$ cat src/rtl/exe_stage_pipelined.sv
// exe_stage_pipelined
// -------------------
// Registered execute stage. It holds the operand forwarding muxes, the
// single-cycle ALU, a branch-target adder and an iterative shift-add
// multiplier (MUL / MLA). It also owns the EXE/MEM output register.
//
// Handshake: an instruction moves from ID into this stage on a rising edge
// where in_valid & in_ready & !flush. in_ready is high only in IDLE, while
// not stalled and out of reset. It does not depend on in_valid, so ID may
// hold an instruction until it is taken. out_valid marks a result in the
// output register. It stays up for exactly one edge unless stall holds it.
//
// Ports:
//   clk, rst            clock (rising edge), asynchronous active-low reset
//   in_valid/in_ready   instruction handshake with ID
//   stall, flush        downstream hold / kill (flush dominates)
//   exec_cmd            ALU command
//   is_mul, is_mla      multiply and multiply-accumulate select
//   s_bit               update flags
//   pc_in, signed_imm   PC+4 and word branch offset
//   op_a, op_b, op_acc  operands from ID
//   fwd_a_sel/fwd_b_sel forwarding selects (1 = mem_wb_val, 2 = wb_wb_val)
//   mem_wb_val/wb_wb_val forwarded results
//   status_in           current NZCV
//   out_valid, alu_res, status_out, status_we, branch_addr  registered results
//   fsm_state           current FSM state (0 = IDLE, 1 = MUL) for observation
module exe_stage_pipelined #(
  parameter int DATA_W  = 32,
  parameter int ADDR_W  = 32,
  parameter int IMM_W   = 24,
  parameter int MUL_BPC = 1
) (
  input  logic              clk,
  input  logic              rst,
  input  logic              in_valid,
  output logic              in_ready,
  input  logic              stall,
  input  logic              flush,
  input  logic [3:0]        exec_cmd,
  input  logic              is_mul,
  input  logic              is_mla,
  input  logic              s_bit,
  input  logic [ADDR_W-1:0] pc_in,
  input  logic [IMM_W-1:0]  signed_imm,
  input  logic [DATA_W-1:0] op_a,
  input  logic [DATA_W-1:0] op_b,
  input  logic [DATA_W-1:0] op_acc,
  input  logic [1:0]        fwd_a_sel,
  input  logic [1:0]        fwd_b_sel,
  input  logic [DATA_W-1:0] mem_wb_val,
  input  logic [DATA_W-1:0] wb_wb_val,
  input  logic [3:0]        status_in,
  output logic              out_valid,
  output logic [DATA_W-1:0] alu_res,
  output logic [3:0]        status_out,
  output logic              status_we,
  output logic [ADDR_W-1:0] branch_addr,
  output logic              fsm_state
);

  localparam int ITER  = DATA_W / MUL_BPC;
  localparam int CNT_W = (ITER > 1) ? $clog2(ITER) : 1;
  localparam int MSB   = DATA_W - 1;

  typedef enum logic {IDLE = 1'b0, MUL = 1'b1} state_t;

  state_t state_q, state_d;
  logic   accept;

  // Operand forwarding (op_acc is never forwarded).
  logic [DATA_W-1:0] a_val, b_val;

  always_comb begin
    case (fwd_a_sel)
      2'd1:    a_val = mem_wb_val;
      2'd2:    a_val = wb_wb_val;
      default: a_val = op_a;
    endcase
    case (fwd_b_sel)
      2'd1:    b_val = mem_wb_val;
      2'd2:    b_val = wb_wb_val;
      default: b_val = op_b;
    endcase
  end

  // ALU. Subtraction is A + ~B + 1, so the adder carry-out is NOT borrow.
  // SBC uses C as the carry-in directly: A + ~B + C == A - B - !C.
  logic [DATA_W-1:0] add_b, alu_val;
  logic              add_cin, arith, known;
  logic [DATA_W:0]   sum;
  logic [3:0]        alu_flags;

  always_comb begin
    add_b   = b_val;
    add_cin = 1'b0;
    arith   = 1'b0;
    known   = 1'b1;
    alu_val = '0;
    case (exec_cmd)
      4'b0001: alu_val = b_val;
      4'b1001: alu_val = ~b_val;
      4'b0010: arith = 1'b1;
      4'b0011: begin
        arith   = 1'b1;
        add_cin = status_in[1];
      end
      4'b0100: begin
        arith   = 1'b1;
        add_b   = ~b_val;
        add_cin = 1'b1;
      end
      4'b0101: begin
        arith   = 1'b1;
        add_b   = ~b_val;
        add_cin = status_in[1];
      end
      4'b0110: alu_val = a_val & b_val;
      4'b0111: alu_val = a_val | b_val;
      4'b1000: alu_val = a_val ^ b_val;
      default: known = 1'b0;
    endcase
    sum = {1'b0, a_val} + {1'b0, add_b} + {{DATA_W{1'b0}}, add_cin};
    if (arith) alu_val = sum[DATA_W-1:0];
    alu_flags = status_in;
    if (known) begin
      alu_flags[3] = alu_val[MSB];
      alu_flags[2] = (alu_val == '0);
    end
    if (arith) begin
      alu_flags[1] = sum[DATA_W];
      alu_flags[0] = (a_val[MSB] == add_b[MSB]) && (alu_val[MSB] != a_val[MSB]);
    end
  end

  // Branch target: sign-extend the word offset, scale by 4, wrap at ADDR_W.
  function automatic logic [ADDR_W-1:0] branch_target(input logic [ADDR_W-1:0] pc,
                                                       input logic [IMM_W-1:0]  imm);
    logic [ADDR_W-1:0] off;
    off = ADDR_W'($signed(imm));
    return pc + (off << 2);
  endfunction

  // Multiplier state. mul_a shifts left and mul_b shifts right, so each
  // step adds the next MUL_BPC bits of B (LSB first) weighted by the shifted A.
  logic [DATA_W-1:0] mul_a, mul_b, mul_p, mul_next;
  logic [CNT_W-1:0]  mul_cnt;
  logic [1:0]        mul_cv;
  logic              mul_s;
  logic [ADDR_W-1:0] mul_pc;
  logic [IMM_W-1:0]  mul_imm;

  always_comb begin
    mul_next = mul_p;
    for (int k = 0; k < MUL_BPC; k++) begin
      if (mul_b[k]) mul_next = mul_next + (mul_a << k);
    end
  end

  assign in_ready  = (state_q == IDLE) && !stall && rst;
  assign accept    = in_valid && in_ready && !flush;
  assign fsm_state = state_q;

  always_comb begin
    state_d = state_q;
    if (flush) begin
      state_d = IDLE;
    end else if (!stall) begin
      case (state_q)
        IDLE:    if (accept && is_mul) state_d = MUL;
        MUL:     if (mul_cnt == '0) state_d = IDLE;
        default: state_d = IDLE;
      endcase
    end
  end

  always_ff @(posedge clk or negedge rst) begin
    if (!rst) state_q <= IDLE;
    else      state_q <= state_d;
  end

  always_ff @(posedge clk or negedge rst) begin
    if (!rst) begin
      out_valid   <= 1'b0;
      alu_res     <= '0;
      status_out  <= '0;
      status_we   <= 1'b0;
      branch_addr <= '0;
      mul_a       <= '0;
      mul_b       <= '0;
      mul_p       <= '0;
      mul_cnt     <= '0;
      mul_cv      <= '0;
      mul_s       <= 1'b0;
      mul_pc      <= '0;
      mul_imm     <= '0;
    end else if (flush) begin
      // Datapath registers keep stale values; only the valid bits drop.
      out_valid <= 1'b0;
      status_we <= 1'b0;
    end else if (!stall) begin
      case (state_q)
        IDLE: begin
          out_valid <= 1'b0;
          status_we <= 1'b0;
          if (accept) begin
            if (is_mul) begin
              mul_a   <= a_val;
              mul_b   <= b_val;
              mul_p   <= is_mla ? op_acc : '0;
              mul_cnt <= CNT_W'(ITER - 1);
              mul_cv  <= status_in[1:0];
              mul_s   <= s_bit;
              mul_pc  <= pc_in;
              mul_imm <= signed_imm;
            end else begin
              out_valid   <= 1'b1;
              status_we   <= s_bit;
              alu_res     <= alu_val;
              status_out  <= alu_flags;
              branch_addr <= branch_target(pc_in, signed_imm);
            end
          end
        end
        MUL: begin
          mul_p   <= mul_next;
          mul_a   <= mul_a << MUL_BPC;
          mul_b   <= mul_b >> MUL_BPC;
          mul_cnt <= mul_cnt - CNT_W'(1);
          if (mul_cnt == '0) begin
            out_valid   <= 1'b1;
            status_we   <= mul_s;
            alu_res     <= mul_next;
            status_out  <= {mul_next[MSB], (mul_next == '0), mul_cv};
            branch_addr <= branch_target(mul_pc, mul_imm);
          end
        end
        default: ;
      endcase
    end
  end

endmodule

$ cat config.mk
export PLATFORM = sky130hd
export DESIGN_NAME = exe_stage_pipelined
export DESIGN_NICKNAME = d
export VERILOG_FILES = /design/src/rtl/exe_stage_pipelined.sv
export SDC_FILE = /design/constraint.sdc
export NUM_CORES = 1
export LEC_CHECK = 0
export CORE_MARGIN = 1
export CORE_UTILIZATION = 40
export DETAILED_ROUTE_END_ITERATION = 8
export GPL_TIMING_DRIVEN = 0
export RECOVER_POWER = 25
export SYNTH_ARGS = -nofsm -noshare
export SYNTH_HDL_FRONTEND = slang
export SYNTH_SLANG_ARGS = --single-unit
$ cat constraint.sdc
create_clock -name clk -period 4.42 [get_ports clk]
set_input_delay 0.663 -clock clk [delete_from_list [all_inputs] [get_ports clk]]
set_output_delay 0.663 -clock clk [all_outputs]
set_load 0.02 [all_outputs]
==> impl_metrics.tcl <==
set metrics [dict create \
    top_usage_layer "met2" \
    rsz0062_at_grt "true" \
    syn2layout_area_growth_pct 29.6 \
    multi_input_area_um2 14100 \
    vias 21985 \
    failed_checks "capacitance limit, slew limit, setup timing" \
    critPathArrivalTime_ns 4.96 \
    grt_overflow_total 0 \
    r2r_start "mul_a[0]" \
    htreeDepth 1 \
    path_max_fanout 7 \
    grtUsageMet1 0.454 \
    yosysSeqAreaShare 0.283 \
    ys_ff_latch 231 \
    fin_ws_ns -0.0693 \
    final_nets 3437 \
    synth_common_cells "nand2_1, a21oi_1, dfrtp_1, nor2_1, ha_1" \
    cts_buffer_depth 3 \
    post-place-ws_ns -1.91 \
    drt_wl_total_mm 87.1 \
    dp_hpwl_mm 68.2 \
    async_reset_ff_frac 1.00 \
    cts.sinks 231 \
    grtUsageMet3 0.0458 \
    antenna_found_initial 10 \
    power.density_nw_per_um2 450 \
    dieArea_um2 51900 \
    slew_headroom -0.334 \
    status "finished, violations left" \
    synth_cell_type_count 85 \
    hp-class "in -> async" \
    rows 82 \
    grtUsageMet2 0.528 \
    fillCellCount 4928 \
    finalSetupViolCount 1 \
    max-cap-violations 1 \
    worst_pin_slew_ns 2.00 \
    fin_skew_ns 0.0333 \
    final_core_util 0.526 \
    clk_pin_slew_ns 0.06 \
    port_buffers 305 \
    seq_area_um2 5780 \
    clk_root_buffer_cell "clkbuf_16" \
    synth_area_leaders "dfrtp_1, ha_1, nand2_1" \
    r2r_end "status_out[2]" \
    layout-drive-gt1-share 0.0875 \
    syn_nets 3062 \
    p_leak_uw 0.0119 \
    post-route-drc-count 0 \
    drtAntennaViolNets 0 \
    cts_buffers 28 \
    ir_drop_mv 0.365 \
    period_needed_ns 4.49 \
    synth_warnings 0 \
    netlist.area_leader.share 0.283 \
    grt_util_all_layers 0.329 \
    yosysTopAreaCell "dfrtp_1" \
    die_x_um 228 \
    gp_congestion 0.963 \
    core-area_um2 50300 \
    first_pass_iters 6 \
    grt_max_degree 110 \
    hold_violations 0 \
    synth_edf_count 0 \
    r2r_cells 15 \
    ys.flop_type "dfrtp_1" \
    post-route-period-util 1.02 \
    insertion_delay_ns 0.59 \
    slew_viol_final 37 \
    synth_cells 2631 \
    vias_per_cell 5.93 \
    cts_tree "yes" \
    syn_area_um2 20400 \
    start_util 0.406 \
    end_kind "flip-flop" \
    routedWlPerCell_um 23.5 \
    max_clock_freq_ghz 0.223 \
    detail_route.iter0.violations 2264 \
    grt_pass1_vias 21740 \
    avgSynthCellArea_um2 7.76 \
    critPathLaunchType "input pin" \
    synth_most_common_cell "nand2_1" \
    grt_pass1_wl_mm 133 \
    crit_type "in -> reg" \
    r2r_slack_ns 0.07 \
    io_pins 308 \
    setup_tns_ns -0.0693 \
    required_ns 4.89 \
    die_y_um 228 \
]
==> cells in the final DEF (no fill, tap or decap), types with 21 or more instances in the layout <==
master           instances
a211oi_1                21
a21o_1                  50
o21ai_1                 74
inv_1                  121
a221o_1                 31
a22oi_1                 42
a21oi_1                221
clkbuf_16               29
nand3_1                 32
dfrtp_1                231
o21ai_0                168
nor2_1                 220
clkdlybuf4s50_1        295
clkbuf_1                96
nor3_1                  27
xor2_1                  46
xnor2_1                 89
nand2_1                422
ha_1                   182
buf_4                   45
nand2b_1                26
mux2i_1                 49
nor2b_1                 23
==> cells by family after synthesis <==
group,share of synthesized area
DFF,0.283
buffers and inverters,0.0527
and+or+nand+nor,0.186
xor gates and xnor gates,0.0584
muxes,0.0318
AOI/OAI and AO/OA,0.267
adders and majority gates,0.121
==> state kept, by name, indices dropped and copies added, names as in the netlist <==
name	count
mul_s	1
status_out	4
status_we	1
mul_b	32
out_valid	1
fsm_state	1
mul_p	32
mul_cv	2
mul_imm	24
mul_cnt	5
alu_res	32
branch_addr	32
mul_pc	32
mul_a	32
==> what timing repair did <==
| item | in CTS | in global routing |
|---|---|---|
| hold endpoints to repair | 36 | 0 |
| setup buffers | 30 | 12 |
| resized for setup | 161 | 46 |
| pin swaps | 30 | 27 |
| endpoints found under the setup margin | 28 | 10 |
| gates cloned | 1 | 1 |
| hold buffers | 1 | 0 |
==> worst max-delay path, stage by stage <==
cell and delay, ns:
buf_6 0.10, ha_4 0.27, a221o_1 0.31, o21ai_4 0.12
xor2_4 0.18, fa_2 0.25, inv_2 0.05, fa_2 0.39
xor2_1 0.15, a222oi_1 0.23, o211ai_1 0.23, or4_4 0.59
nor4_4 0.22, nand4b_1 0.28, nor4_2 0.24, nand4_1 0.14
nor4_1 0.29, a21oi_1 0.13, o21ai_2 0.12
==> layer usage <==
layer  vias to the layer above  share of wire
met5                         -        0.00042
met3                       156          0.068
met1                     10792           0.44
met4                         6          0.036
li1                      10164              -
met2                       867           0.45
==> cell type report <==
type                    instances  area share
multi-input cells            2117       0.535
flip-flops and latches        231       0.219
repair buffers                353       0.131
well taps                     672      0.0318
clock buffers                  39      0.0307
plain buffers                 145      0.0279
inverters                     130      0.0186
clock inverters                12     0.00568
diodes                          6    0.000568
==> where the power goes <==
part           switching (uW)  internal, uW  total [uW]
Combinational            3660          2580        6230
Clock                     992          1450        2440
Sequential                483          2730        3210
==> worst max path at each step <==
| stage | start | end | slack [ns] | depth (start not counted) |
|---|---|---|---|---|
| 2_1_floorplan | fwd_b_sel[0] | status_out[2] | -0.02 | 19 |
| 3_3_place_gp | rst | mul_b[10] | -8.11 | 10 |
| 3_5_place_dp | fwd_a_sel[0] | status_out[2] | -1.91 | 21 |
| 4_1_cts | fwd_b_sel[0] | status_out[2] | 0.003 | 21 |
| 5_1_grt | fwd_b_sel[1] | status_out[2] | -0.26 | 20 |
| 6_report | fwd_b_sel[1] | status_out[2] | -0.07 | 19 |
==> stage by stage <==
stage / hold WS (ns) / cell area (um2) / total power (uW) / cells
detailed placement: 0.463 / 24500 / 9070 / 3610
global placement: 0.457 / 24400 / 8980 / 3608
floorplan: 0.367 / 20500 / 6900 / 2631
CTS: 0.0270 / 26300 / 11800 / 3687
global route: 0.400 / 26400 / 12600 / 3703
finish: 0.304 / 26400 / 11900 / 3705
Note: power is estimated with default switching activity, not from simulation.
